`config.mk`:
```
export PLATFORM = sky130hd
export DESIGN_NAME = stopwatch_display
export DESIGN_NICKNAME = d
export VERILOG_FILES = /design/src/rtl/stopwatch_pkg.sv /design/src/rtl/stopwatch_display_bin2bcd.sv /design/src/rtl/stopwatch_display.sv
export SDC_FILE = /design/constraint.sdc
export NUM_CORES = 1
export LEC_CHECK = 0
export BUFFER_PORTS_ARGS = -buffer_cell sky130_fd_sc_hd__buf_2
export CORE_MARGIN = 1
export CORE_UTILIZATION = 45
export DETAILED_ROUTE_END_ITERATION = 8
export PLACE_DENSITY = 0.71
export SETUP_SLACK_MARGIN = 0.4
export SKIP_LAST_GASP = 1
export SYNTH_ARGS = -nofsm -noshare
export SYNTH_HDL_FRONTEND = slang
export SYNTH_SLANG_ARGS = --single-unit
```
`constraint.sdc`:
```
create_clock -name clk -period 2.7 [get_ports clk]
set_input_delay 0.135 -clock clk [delete_from_list [all_inputs] [get_ports clk]]
set_output_delay 0.135 -clock clk [all_outputs]
set_load 0.02 [all_outputs]
```
`src/rtl/stopwatch_pkg.sv`:
```
// Shared stopwatch types and seven-segment encodings ({dp,g,f,e,d,c,b,a}, active high).
package stopwatch_pkg;

    typedef enum logic [2:0] {
        CLEAR   = 3'd0,
        RUNNING = 3'd1,
        STOPPED = 3'd2
    } mode_t;

    typedef enum logic [1:0] {
        IDLE,
        LOAD,
        SHIFT,
        DONE
    } conv_state_t;

    localparam logic [7:0] SEG_DIGIT [0:9] = '{
        8'h3F, 8'h06, 8'h5B, 8'h4F, 8'h66, 8'h6D, 8'h7D, 8'h07, 8'h7F, 8'h6F
    };

    localparam logic [7:0] SEG_C    = 8'h39;
    localparam logic [7:0] SEG_R    = 8'h50;
    localparam logic [7:0] SEG_S    = 8'h6D;
    localparam logic [7:0] SEG_DASH = 8'h40;

    function automatic logic [7:0] seg_digit(input logic [3:0] d);
        logic [7:0] seg;
        seg = 8'h00;
        if (d <= 4'd9) begin
            seg = SEG_DIGIT[d];
        end
        return seg;
    endfunction

    function automatic logic [7:0] seg_mode(input logic [2:0] m);
        logic [7:0] seg;
        case (m)
            CLEAR:   seg = SEG_C;
            RUNNING: seg = SEG_R;
            STOPPED: seg = SEG_S;
            default: seg = SEG_DASH;
        endcase
        return seg;
    endfunction

endpackage

```
`src/rtl/stopwatch_display_bin2bcd.sv`:
```
// Sequential double-dabble: 5-bit binary to two BCD digits in five shift iterations.
module bin2bcd_seq
    import stopwatch_pkg::*;
(
    input  logic       clk,
    input  logic       rst,
    input  logic       start_i,
    input  logic [4:0] bin_i,
    output logic       busy_o,
    output logic       done_o,
    output logic [3:0] tens_o,
    output logic [3:0] ones_o
);

    conv_state_t state_q, state_d;
    logic [12:0] sreg_q, sreg_d;
    logic [2:0]  iter_q, iter_d;
    logic [12:0] adj;
    logic [12:0] shifted;

    always_comb begin
        adj = sreg_q;
        if (sreg_q[12:9] >= 4'd5) begin
            adj[12:9] = sreg_q[12:9] + 4'd3;
        end
        if (sreg_q[8:5] >= 4'd5) begin
            adj[8:5] = sreg_q[8:5] + 4'd3;
        end
        shifted = {adj[11:0], 1'b0};
    end

    // The LOAD edge performs the first shift, so the digits are final one edge before DONE.
    always_comb begin
        state_d = state_q;
        sreg_d  = sreg_q;
        iter_d  = iter_q;
        done_o  = 1'b0;
        unique case (state_q)
            IDLE: begin
                if (start_i) begin
                    sreg_d  = {8'b0, bin_i};
                    iter_d  = 3'd0;
                    state_d = LOAD;
                end
            end
            LOAD: begin
                sreg_d  = shifted;
                iter_d  = iter_q + 3'd1;
                state_d = SHIFT;
            end
            SHIFT: begin
                if (iter_q == 3'd5) begin
                    done_o  = 1'b1;
                    state_d = DONE;
                end else begin
                    sreg_d = shifted;
                    iter_d = iter_q + 3'd1;
                end
            end
            DONE: begin
                state_d = IDLE;
            end
            default: begin
                state_d = IDLE;
            end
        endcase
    end

    always_ff @(posedge clk) begin
        if (rst) begin
            state_q <= IDLE;
            sreg_q  <= '0;
            iter_q  <= '0;
        end else begin
            state_q <= state_d;
            sreg_q  <= sreg_d;
            iter_q  <= iter_d;
        end
    end

    assign busy_o = (state_q != IDLE);
    assign tens_o = sreg_q[12:9];
    assign ones_o = sreg_q[8:5];

endmodule

```
`src/rtl/stopwatch_display.sv`:
```
// Stopwatch display back-end: mode letter, blanked/blinking two-digit time on seven-segment outputs.
module stopwatch_display
    import stopwatch_pkg::*;
#(
    parameter int unsigned BLINK_HALF = 25
) (
    input  logic       clk,
    input  logic       rst,
    input  logic [2:0] mode_i,
    input  logic [4:0] time_i,
    output logic [7:0] ss7_o,
    output logic [7:0] ss1_o,
    output logic [7:0] ss0_o,
    output logic       busy_o
);

    localparam int unsigned BlinkW = (2 * BLINK_HALF > 1) ? $clog2(2 * BLINK_HALF) : 1;
    localparam logic [BlinkW-1:0] BlinkMax  = BlinkW'(2 * BLINK_HALF - 1);
    localparam logic [BlinkW-1:0] BlinkHalf = BlinkW'(BLINK_HALF);

    logic [2:0]        mode_q;
    logic [4:0]        time_q, conv_val_q;
    logic              valid_q, valid_d;
    logic [3:0]        tens_q, tens_d, ones_q, ones_d;
    logic [BlinkW-1:0] blink_q, blink_d;
    logic [7:0]        ss7_q, ss7_d, ss1_q, ss1_d, ss0_q, ss0_d;
    logic              start, show;
    logic              conv_busy, conv_done;
    logic [3:0]        conv_tens, conv_ones;

    // Only sampled by the converter in IDLE, so a change mid-conversion waits its turn.
    assign start = !valid_q || (time_q != conv_val_q);

    bin2bcd_seq u_bin2bcd (
        .clk     (clk),
        .rst     (rst),
        .start_i (start),
        .bin_i   (time_q),
        .busy_o  (conv_busy),
        .done_o  (conv_done),
        .tens_o  (conv_tens),
        .ones_o  (conv_ones)
    );

    always_comb begin
        valid_d = valid_q;
        tens_d  = tens_q;
        ones_d  = ones_q;
        if (conv_done) begin
            valid_d = 1'b1;
            tens_d  = conv_tens;
            ones_d  = conv_ones;
        end

        blink_d = '0;
        if (mode_q == STOPPED) begin
            blink_d = (blink_q == BlinkMax) ? '0 : blink_q + BlinkW'(1);
        end
        show = (mode_q != STOPPED) || (blink_q < BlinkHalf);

        ss7_d = seg_mode(mode_q);
        ss1_d = 8'h00;
        ss0_d = 8'h00;
        if (valid_d && show) begin
            ss1_d = (tens_d == 4'd0) ? 8'h00 : seg_digit(tens_d);
            ss0_d = seg_digit(ones_d);
        end
    end

    always_ff @(posedge clk) begin
        if (rst) begin
            mode_q     <= '0;
            time_q     <= '0;
            conv_val_q <= '0;
            valid_q    <= 1'b0;
            tens_q     <= '0;
            ones_q     <= '0;
            blink_q    <= '0;
            ss7_q      <= '0;
            ss1_q      <= '0;
            ss0_q      <= '0;
        end else begin
            mode_q <= mode_i;
            time_q <= time_i;
            if (start && !conv_busy) begin
                conv_val_q <= time_q;
            end
            valid_q <= valid_d;
            tens_q  <= tens_d;
            ones_q  <= ones_d;
            blink_q <= blink_d;
            ss7_q   <= ss7_d;
            ss1_q   <= ss1_d;
            ss0_q   <= ss0_d;
        end
    end

    assign ss7_o  = ss7_q;
    assign ss1_o  = ss1_q;
    assign ss0_o  = ss0_q;
    assign busy_o = conv_busy;

endmodule
```
**Yosys cells after proc, flatten, opt, wreduce, memory -nomap -nowiden**

Memory sizes are Yosys's and may differ from the RTL's. A register that Yosys moved wholly into a read port is not among the register bits.
Cells that the tools add are included.

- Register bits after elaboration: 54
- ROM bits: 256
- Memories kept: 2

Memories:

| memory | words | width | read ports | clocked after memory_dff | write ports | RTL line | text |
|---|---|---|---|---|---|---|---|
| (no name shown) | 16 | 8 | 1 | 1 | 0 | stopwatch_pkg.sv:30 | `seg = SEG_DIGIT[d];` |
| (no name shown) | 16 | 8 | 1 | 1 | 0 | stopwatch_pkg.sv:30 |  |

- Add/sub/neg operators: 4
- Order comparisons: 5
- Equality and inequality tests: 12
- Muxes and demuxes: 17
- Bitwise gates (word level): 6
- Reduce and logical (&&, ||, !) cells: 16

Operators with widths:

| cell | number |
|---|---|
| case mux 13 bit (3 select lines) | 1 |
| 2-to-1 mux 13 bit | 2 |
| case mux 7 bit (3 select lines) | 1 |
| 2-to-1 mux 4 bit | 3 |
| NOT 4 -> 5 bit | 2 |
| 2-to-1 mux 3 bit | 3 |
| case mux 3 bit (3 select lines) | 1 |
| greater-or-equal comparator 4 x 3 -> 1 bit (second input constant) | 2 |
| less-or-equal comparator 4 bit (second input constant) | 2 |
| case mux 2 bit (4 select lines) | 1 |
| adder 6 x 1 -> 6 bit (second input constant) | 1 |
| == test 6 bit (second input constant) | 1 |
| < comparator 6 x 5 -> 1 bit (second input constant) | 1 |
| OR reduction 3 bit | 2 |
| inequality test 5 bit | 1 |
| adder 4 x 2 -> 4 bit (second input constant) | 1 |
| == test 2 bit (second input constant) | 2 |
| logical NOT 4 bit | 1 |
| 2-to-1 mux 2 bit | 2 |
| inequality test 2 bit (second input constant) | 2 |
| NOT 1 bit | 4 |
| OR reduction 4 bit | 1 |
| adder 3 x 1 -> 3 bit (second input constant) | 1 |
| adder 3 x 2 -> 3 bit (second input constant) | 1 |
| 16 further kinds | 21 |

**Depth between registers and ports, before layout**

- Word-level depth: 7
- Gate-level depth with buffers: 11

**By module**

A second synthesis with hierarchy kept.

- Cells, all modules: 314
- Area total of the unflattened synthesis: 2,990.4 um^2

Modules (own cells, without submodules):

| module | instances | cells each | area each (um^2) | sequential area each (um^2) |
|---|---|---|---|---|
| stopwatch_display | 1 | 200 | 1,969.4 | 920.9 |
| bin2bcd_seq | 1 | 114 | 1,021.0 | 360.3 |

**Least setup slack after synthesis**

OpenSTA, ideal clock, no wires.

- Path type: register to register
- From: register u_bin2bcd.state_q[0]
- To: register ss1_q[3], in the netlist ss1_o[3]
- Library setup time: 0.070 ns
- Arrival: 2.144 ns
- Data required time: 2.630 ns
- Path slack: 0.486 ns
- Cell stages (with the launch flop): 10
- Buffers on the path: 1
- Path through: dfxtp_1 > inv_1 > ha_1 > nand3_2 > buf_6 > mux2_2 > ha_1 > or2_2 > mux2_2 > a21oi_1

- Longest elaborated chain between the ends: 6
- Elaborated cells on any way between the ends: 11

RTL lines:

| element | RTL line | text |
|---|---|---|
| start: declaration | stopwatch_display_bin2bcd.sv:15 | `conv_state_t state_q, state_d;` |
| start signal: assignment | stopwatch_display_bin2bcd.sv:75 | `state_q <= state_d;` |
| == test 2 bit (*) | stopwatch_display_bin2bcd.sv:38 | `unique case (state_q)` |
| 2-to-1 mux 1 bit (*) | stopwatch_display_bin2bcd.sv:38 |  |
| 2-to-1 mux 4 bit (*) | stopwatch_display.sv:49 | `if (conv_done) begin` |
| net tens_d[0] | stopwatch_display.sv:24 | `logic [3:0] tens_q, tens_d, ones_q, ones_d;` |
| less-or-equal comparator 4 bit | stopwatch_pkg.sv:29 | `if (d <= 4'd9) begin` |
| NOT 1 bit (no source line) | -- |  |
| OR reduction 4 bit (no source line) | -- |  |
| end: declaration | stopwatch_display.sv:26 | `logic [7:0] ss7_q, ss7_d, ss1_q, ss1_d, ss0_q, ss0_d;` |

The timed path passes the listed nets; every way through them passes the cells marked *.
A chain may end at the register's enable or synchronous reset.

**Final worst setup path**

Same ends and word-level chain as after synthesis.

==> results.json <==
{
  "dp.final_hpwl_mm": 3.43,
  "clkTransAtPathRegs_ns": 0.07,
  "cp_max_fo": 5,
  "max_freq_mhz": 454,
  "fin_crit_sh_pct": 81.5,
  "final-max-slew-violation-count": 0,
  "yosysUniqueCellTypes": 46,
  "tightest_slew_ns": 0.817,
  "yosysSeqAreaShare_pct": 43.3,
  "initial_core_util_pct": 46.6,
  "io_pins": 35,
  "dr.pass1.iters": 4,
  "arrival_ns": 2.47,
  "grt_pass1_wl_mm": 8.84,
  "combinationalPowerShare_pct": 22.7,
  "drt_iter0_drc": 83,
  "cts_setup_buffers": 0,
  "min_period_ns": 2.20,
  "cp-end-kind": "flip-flop",
  "numCtsBuffers": 9,
  "status": "completed",
  "die_y_um": 83.1,
  "track_usage_pct": 15.8,
  "final_util_pct": 53.1,
  "switching_share_pct": 31.2,
  "worstSetupStartpointType": "flip-flop",
  "hold_class": "in -> reg",
  "grt_antenna_before_repair": 0,
  "cp.required_ns": 2.97,
  "antennaDiodeCount": 0,
  "num-nets-final": 372,
  "fill_cells": 571,
  "die-area_um2": 6900,
  "finalHoldViolCount": 0,
  "wirelength_mm": 5.15,
  "internal-power_mw": 1.62,
  "postSynthCellCount": 309,
  "async_flop_share_pct": 0,
  "p_sw_uw": 734,
  "overflow": 0,
  "seqCellArea_um2": 1280,
  "syn-cell-area_um2": 2960,
  "cts_root_buf": "clkbuf_8",
  "ctsHtreeMaxLevel": 3,
  "rsz0062_at_grt": "no",
  "p_leak_nw": 1.48,
  "max-slew-margin-rel_pct": 45.4,
  "pwr-share-seq_pct": 45.5,
  "multiInputGateArea_um2": 1530,
  "wl_per_cell_um": 12.2,
  "critPathKind": "reg -> reg",
  "drc": 0,
  "io_buffers": 30,
  "antenna_left": 0,
  "gp_congestion": 0.811,
  "grt_max_degree": 33,
  "core_um2": 6350,
  "placed_area_um2": 3130,
  "syn2layout_area_growth_pct": 13.9,
  "setup_viol": 0,
  "grt_pass1_vias": 2031,
  "ys_seq_elements": 64,
  "fin_cells": 423,
  "final_area_um2": 3370,
  "whs_ns": 0.0116,
  "pwr-share-clk_pct": 31.8,
  "fin_skew_ns": 0.0127,
  "num_rows": 29,
  "synth_ff_type": "dfxtp_1",
  "setup-tns-final_ns": 0,
  "drive_gt1_share_pct": 19.7,
  "ys_warn_count": 0,
  "drv_cap": 0,
  "syn-mean-instance-area_um2": 9.57,
  "num_vias": 2184,
  "ir_drop_uv": 602,
  "vias_per_cell": 5.16,
  "synth-edff-count": 0,
  "clock_latency_ns": 0.33,
  "die_x_um": 83.1,
  "clock-sinks": 64,
  "tritoncts": "built",
  "power.density_nw_per_um2": 697,
  "dp_cells": 404,
  "clk_path_buf_depth": 2
}
==> metrics by stage <==
| step | total power, mW | worst slack [ns] |
|---|---|---|
| 2_1_floorplan | 1.50 | 0.486 |
| 3_3_place_gp | 1.59 | 0.473 |
| 3_5_place_dp | 1.61 | 0.410 |
| 4_1_cts | 2.37 | 0.396 |
| 5_1_grt | 2.49 | 0.402 |
| 6_report | 2.35 | 0.499 |
==> state kept, by name, summed over array words and instances, names as in the netlist, 2 cells and up <==
| register | count |
|---|---|
| blink_q | 6 |
| u_bin2bcd.state_q | 2 |
| time_q | 5 |
| u_bin2bcd.iter_q | 3 |
| ones_q | 4 |
| ss0_o | 7 |
| ss1_o | 7 |
| tens_q | 4 |
| mode_q | 3 |
| conv_val_q | 5 |
| u_bin2bcd.sreg_q | 13 |
| ss7_o | 4 |
==> cell families (layout without fill, tap and decap cells) <==
kind of cell,after synthesis,after routing,synth area share (%)
compound gates,55,55,12.5
xor+xnor,12,12,3.55
fa+ha+maj,21,21,8.88
buf+inv,37,71,6.22
flops,64,64,43.3
mux,23,23,9.64
other cells,1,4,0.127
simple gates,96,96,15.7
==> placed cells by master, fill, tap and decap left out, types with 4 or more instances in the layout <==
cell type  Yosys  final
a211oi_1       5      4
a21oi_1       19     19
a31oi_1        6      6
buf_2          3     30
buf_4          7      4
clkbuf_8       0     11
conb_1         1      4
dfxtp_1       64     64
ha_1          21     20
inv_1         18     18
mux2_2         4      4
mux2i_1       15     14
mux2i_4        4      4
nand2_1       19     19
nand3_1        6      6
nand3b_1       5      5
nor2_1        39     39
nor2b_1        8      8
nor3_1         5      5
o21a_1         4      4
o21ai_0        6      6
xnor2_1        5      5
xor2_1         7      7
==> cell usage after synthesis (all sizes together) (4+ instances only) <==
cell	n	share of area (%)
dfxtp	64	43
nor2	40	5.3
ha	21	8.9
nand2	20	2.8
a21oi	19	3.2
mux2i	19	8.1
inv	18	2.3
buf	13	3.2
nor2b	8	1.7
nand3	7	1.4
o21ai	7	1.3
xor2	7	2.1
a211oi	6	1.7
a31oi	6	1.3
clkbuf	6	0.76
nand3b	5	1.3
nor3	5	0.85
xnor2	5	1.5
mux2	4	1.5
o21a	4	1.0
==> layout make-up <==
type / instances / share of cell area, %
Multi-Input combinational cell: 211 / 45.4
Sequential cell: 64 / 38.0
Timing Repair Buffer: 37 / 6.24
Clock buffer: 12 / 4.60
Tap cell: 77 / 2.86
Inverter: 18 / 2.01
Clock inverter: 4 / 0.854
==> what timing repair did <==
item | in CTS | in global routing
hold buffers | 3 | 0
resized for setup | 1 | 3
endpoints found under the hold margin | 3 | 0
setup endpoints to repair | 4 | 12
==> metal layers <==
metal,GRT usage (%),up-vias,wire (um)
met5,0,-,0
met1,19.7,1020,2490
met3,4.08,7,169
met4,7.21,0,78
li1,-,1115,-
met2,25.6,42,2410
==> path summary, 6_finish.rpt <==
path | slack (ns) | start | to | depth (start not counted)
max reg2reg | 0.50 | u_bin2bcd.state_q[0] | ss1_o[3] | 9
min reg2reg | 0.45 | mode_q[0] | ss7_o[5] | 1
min | 0.01 | time_i[1] | time_q[1] | 2
max | 0.50 | u_bin2bcd.state_q[0] | ss1_o[3] | 9
==> worst max-delay path, stage by stage, from the launching register on <==
cell and delay, ns:
dfxtp_1 0.33, inv_1 0.08, ha_2 0.23, nand3_4 0.16, mux2_2 0.32, inv_1 0.10, ha_1 0.23, or2_2 0.29
mux2_2 0.27, a21oi_1 0.14
==> power by group through the flow <==
stage	Combinational, mW	Sequential [mW]	Clock [mW]
after floorplan	0.415	1.08	0
after global placement	0.504	1.09	0
after detailed placement	0.516	1.09	0
after CTS	0.529	1.07	0.768
after global routing	0.589	1.08	0.820
final	0.533	1.07	0.748
(Power assumes the default switching activity.)
